[src/rtl/serial_adder_if.sv]
// serial_adder_if: start/busy/done handshake, operands and result of serial_adder
//   start, a, b, cin (and sub with SERIAL_ADDER_SUB_EN) : requester -> adder
//   sum, cout, busy, done                               : adder -> requester
interface serial_adder_if #(parameter int WIDTH = 8);
    logic             start;
    logic [WIDTH-1:0] a;
    logic [WIDTH-1:0] b;
    logic             cin;
`ifdef SERIAL_ADDER_SUB_EN
    logic             sub;
`endif
    logic [WIDTH-1:0] sum;
    logic             cout;
    logic             busy;
    logic             done;
`ifdef SERIAL_ADDER_SUB_EN
    modport master (output start, a, b, cin, sub, input sum, cout, busy, done);
    modport slave  (input start, a, b, cin, sub, output sum, cout, busy, done);
`else
    modport master (output start, a, b, cin, input sum, cout, busy, done);
    modport slave  (input start, a, b, cin, output sum, cout, busy, done);
`endif
endinterface

[src/rtl/serial_adder.sv]
// serial_adder: bit-serial WIDTH-bit adder, one full-adder cell, LSB first
//   clk   : rising-edge clock
//   rst_n : asynchronous active-low reset
//   bus   : serial_adder_if slave (start/a/b/cin[/sub] in, sum/cout/busy/done out)
// Define SERIAL_ADDER_SUB_EN to add the sub input (a - b - cin via two's complement).
module serial_adder #(
    parameter int WIDTH = 8
) (
    input  logic          clk,
    input  logic          rst_n,
    serial_adder_if.slave bus
);
    localparam int CW = (WIDTH > 1) ? $clog2(WIDTH) : 1;
    typedef enum logic [1:0] {IDLE, RUN, DONE} state_t;
    state_t           state_q, state_d;
    logic [WIDTH-1:0] a_q, a_d, b_q, b_d, res_q, res_d, sum_q, sum_d;
    logic             c_q, c_d, cout_q, cout_d, inv_q, inv_d;
    logic [CW-1:0]    cnt_q, cnt_d;
    logic             s, sub_in;
`ifdef SERIAL_ADDER_SUB_EN
    assign sub_in = bus.sub;
`else
    assign sub_in = 1'b0;
`endif
    assign s = a_q[0] ^ b_q[0] ^ c_q;
    always_comb begin
        state_d = state_q;
        a_d     = a_q;
        b_d     = b_q;
        c_d     = c_q;
        inv_d   = inv_q;
        cnt_d   = cnt_q;
        res_d   = res_q;
        sum_d   = sum_q;
        cout_d  = cout_q;
        if (state_q != RUN && bus.start) begin
            // Subtract stores ~b and ~cin so the cell itself always adds.
            state_d = RUN;
            a_d     = bus.a;
            b_d     = sub_in ? ~bus.b : bus.b;
            c_d     = bus.cin ^ sub_in;
            inv_d   = sub_in;
            cnt_d   = '0;
        end else if (state_q == RUN) begin
            c_d   = (a_q[0] & b_q[0]) | (c_q & (a_q[0] ^ b_q[0]));
            a_d   = a_q >> 1;
            b_d   = b_q >> 1;
            res_d = {s, res_q[WIDTH-1:1]};
            cnt_d = cnt_q + CW'(1);
            if (cnt_q == CW'(WIDTH - 1)) begin
                state_d = DONE;
                sum_d   = res_d;
                cout_d  = c_d ^ inv_q;
            end
        end else if (state_q != IDLE) begin
            state_d = IDLE;
        end
    end
    always_ff @(posedge clk or negedge rst_n) begin
        if (!rst_n) begin
            state_q <= IDLE;
            a_q     <= '0;
            b_q     <= '0;
            c_q     <= 1'b0;
            inv_q   <= 1'b0;
            cnt_q   <= '0;
            res_q   <= '0;
            sum_q   <= '0;
            cout_q  <= 1'b0;
        end else begin
            state_q <= state_d;
            a_q     <= a_d;
            b_q     <= b_d;
            c_q     <= c_d;
            inv_q   <= inv_d;
            cnt_q   <= cnt_d;
            res_q   <= res_d;
            sum_q   <= sum_d;
            cout_q  <= cout_d;
        end
    end
    assign bus.sum  = sum_q;
    assign bus.cout = cout_q;
    assign bus.busy = (state_q == RUN);
    assign bus.done = (state_q == DONE);
endmodule

[src/flat_wrapper.sv]
// flat-port wrapper written by rule: the top's interface ports become plain ports
module serial_adder_flat 
#(
    parameter int WIDTH = 8
)
  (clk, rst_n, bus_start, bus_a, bus_b, bus_cin, bus_sum, bus_cout, bus_busy, bus_done);
  serial_adder_if #(.WIDTH(WIDTH)) bus_i ();
  input  logic clk;
  input  logic rst_n;
  input wire logic [$bits(bus_i.start)-1:0] bus_start;
  input wire logic [$bits(bus_i.a)-1:0] bus_a;
  input wire logic [$bits(bus_i.b)-1:0] bus_b;
  input wire logic [$bits(bus_i.cin)-1:0] bus_cin;
  output wire logic [$bits(bus_i.sum)-1:0] bus_sum;
  output wire logic [$bits(bus_i.cout)-1:0] bus_cout;
  output wire logic [$bits(bus_i.busy)-1:0] bus_busy;
  output wire logic [$bits(bus_i.done)-1:0] bus_done;
  assign bus_i.start = bus_start;
  assign bus_i.a = bus_a;
  assign bus_i.b = bus_b;
  assign bus_i.cin = bus_cin;
  assign bus_sum = bus_i.sum;
  assign bus_cout = bus_i.cout;
  assign bus_busy = bus_i.busy;
  assign bus_done = bus_i.done;
  serial_adder #(.WIDTH(WIDTH)) u_core (.clk(clk), .rst_n(rst_n), .bus(bus_i));
endmodule
[config.mk]
export PLATFORM = sky130hd
export DESIGN_NAME = serial_adder_flat
export DESIGN_NICKNAME = d
export VERILOG_FILES = /design/src/rtl/serial_adder_if.sv /design/src/rtl/serial_adder.sv /design/src/flat_wrapper.sv
export SDC_FILE = /design/constraint.sdc
export NUM_CORES = 1
export LEC_CHECK = 0
export CAP_MARGIN = 10
export CORE_ASPECT_RATIO = 1.2
export CORE_MARGIN = 2
export CORE_UTILIZATION = 45
export DETAILED_ROUTE_END_ITERATION = 16
export PLACE_DENSITY = 0.7
export SYNTH_ARGS = -nofsm -noshare
export SYNTH_HDL_FRONTEND = slang
export SYNTH_SLANG_ARGS = --single-unit
[constraint.sdc]
create_clock -name clk -period 4.3 [get_ports clk]
set_input_delay 0.645 -clock clk [delete_from_list [all_inputs] [get_ports clk]]
set_output_delay 0.645 -clock clk [all_outputs]
set_load 0.02 [all_outputs]
==> flow_summary.yaml <==
status:
  outcome: "complete, no violations"
place:
  place_ws_ns: 1.90
  place_inst: 189
  gp_congestion: 0.650
  io_buffers: 30
  dpl.hpwl_um: 1720
clocking:
  numCtsBuffers: 5
  clk_latency_ns: 0.28
  post_cts_buffers: 0
  cts_tree: "built"
  max-clock-path-buffers: 2
  ctsHoldBuffers: 0
  clk_pin_slew_ns: 0.07
  cts-root-buf: "clkbuf_8"
  h-tree-depth: 2
  ctsResizeCount: 0
  cts.sinks: 38
timing:
  setup_tns_ns: 0
  max-slew-margin-rel: 0.306
  finalCriticalPeriod_ns: 2.54
  setup_ws_ns: 1.76
  timing.clock.skew_ns: 0.00663
  worstMarginPinSlew_ns: 1.04
  drv_slew: 0
  fmax_mhz: 394
  finalSetupViolCount: 0
  rsz0062_at_grt: "false"
  finalCritPeriodShare: 0.591
  hold_violations: 0
synthesis:
  yosysSeqAreaShare: 0.575
  syn_area_um2: 1650
  synth.distinct_cells: 18
  synth_nets: 149
  netlist_instances: 126
  ys_ff_latch: 38
  syn_area_per_cell_um2: 13.1
  yosysWarnings: 0
routing:
  detail_route.wl_per_cell_um: 13.0
  vias: 991
  viasPerCell: 5.03
  first_pass_iters: 3
  wirelength_um: 2570
  drcViolationCount: 0
  antenna_left: 0
  drtIter0Drc: 25
layout:
  fin_nets: 180
  final_common_cell: "dfrtp_1"
  final_cell_mix: "38 x dfrtp_1, 29 x clkdlybuf4s50_1, 17 x nand2_1, 17 x o21ai_0, 17 x mux2i_1"
  area_delta_synth_final_pct: 24.4
  fillers: 296
  antenna_cells: 0
  drive_gt1_frac: 0.177
  final_cells: 197
critical_path:
  arrival_ns: 1.89
  crit_required_ns: 3.65
  end_kind: "output port"
  cp_max_fo: 48
  crit_path_start_kind: "flip-flop"
  critPathKind: "flip-flop to output port"
global_route:
  antenna_found_initial: 0
  grt_max_degree: 49
  grt_usage: 0.144
  overflow: 0
  grt_pass1_vias: 1010
  grt_pass1_wl_um: 4430
floorplan:
  io_pins: 31
  dieHeight_um: 70.4
  coreArea_um2: 3570
  die_area_um2: 4180
  rows: 24
  start_util: 0.463
  chipWidth_um: 59.3
pwr:
  powerDensity_nw_per_um2: 695
  vdd_drop_max_mv: 0.270
  leakagePower_nw: 0.988
flow_run:
  maxCapViolations: 0
hold_path:
  hold_path.class: "input pin to async pin"
through the flow:
| stage | instance area, um2 | power, mW | util | hold WS, ns |
|---|---|---|---|---|
| detailed placement | 1970 | 1.20 | 0.550 | 0.479 |
| global route | 2060 | 1.54 | 0.576 | 0.506 |
| global placement | 1970 | 1.18 | 0.550 | 0.460 |
| finish | 2060 | 1.43 | 0.576 | 0.450 |
| CTS | 2060 | 1.45 | 0.576 | 0.481 |
| floorplan | 1650 | 1.03 | - | 0.349 |
cell type report:
| type | instances | area, um2 | share of cell area |
|---|---|---|---|
| Tap cell | 39 | 48.8 | 0.0237 |
| Multi-Input combinational cell | 80 | 659 | 0.321 |
| Sequential cell | 38 | 951 | 0.462 |
| Timing Repair Buffer | 31 | 303 | 0.147 |
| Inverter | 1 | 3.75 | 0.00182 |
| Clock inverter | 1 | 5.00 | 0.00243 |
| Clock buffer | 7 | 86.3 | 0.0420 |
layer usage:
layer | share of wire | global-route usage
met1 | 0.44 | 0.172
met2 | 0.49 | 0.222
met3 | 0.060 | 0.0556
met4 | 0.017 | 0.0682
met5 | 0 | 0
worst paths after layout:
check	cells after the start	slack, ns	startpoint	endpoint
max reg2reg	4	2.80	u_core.state_q[1]	u_core.bus.sum[2]
max	3	1.76	u_core.state_q[1]	bus_busy
min in group clk	2	0.48	u_core.a_q[3]	u_core.a_q[2]
min	1	0.45	rst_n	u_core.bus.sum[5]
max in group asynchronous	1	3.33	rst_n	u_core.a_q[5]
min reg2reg	2	0.48	u_core.a_q[3]	u_core.a_q[2]
critical path, cell delays in order (launching register included):
cell and delay (ns):
dfrtp_1 0.40, nor2b_4 0.10, buf_4 0.40, clkdlybuf4s50_1 0.69
kinds of logic after synthesis:
kind of cell    count (synthesis)  synth area share
compound gates                 18            0.0545
fa+ha+maj                       3            0.0272
buf+inv                         8            0.0265
flops                          38             0.575
mux                            34             0.239
simple gates                   25            0.0779
report_power, final:
| group | internal, mW | switching (mW) |
|---|---|---|
| Combinational | 0.306 | 0.265 |
| Sequential | 0.521 | 0.0940 |
| Clock | 0.129 | 0.115 |
| Total | 0.957 | 0.474 |
registers in the layout (all words and copies together), names as in the netlist:
name             cells
u_core.cnt_q         3
u_core.a_q           8
u_core.c_q           1
u_core.b_q           8
u_core.state_q       2
u_core.bus.cout      1
u_core.res_q         7
u_core.bus.sum       8
cells in the mapped netlist:
| cell | n | area share |
|---|---|---|
| dfrtp_1 | 38 | 0.57 |
| mux2i_1 | 17 | 0.10 |
| nand2_1 | 17 | 0.039 |
| o21ai_0 | 17 | 0.051 |
| mux2_4 | 9 | 0.082 |
| mux2_2 | 8 | 0.054 |
| buf_2 | 5 | 0.015 |
| nor2_1 | 3 | 0.0068 |
| ha_1 | 2 | 0.015 |
| nand2b_1 | 2 | 0.0076 |
| a21oi_1 | 1 | 0.0030 |
| and2b_1 | 1 | 0.0045 |
| buf_6 | 1 | 0.0068 |
| clkbuf_1 | 1 | 0.0023 |
| fa_1 | 1 | 0.012 |
| inv_1 | 1 | 0.0023 |
| nand2_8 | 1 | 0.012 |
| nor2b_4 | 1 | 0.0083 |
Power figures use the tool's default switching activity.
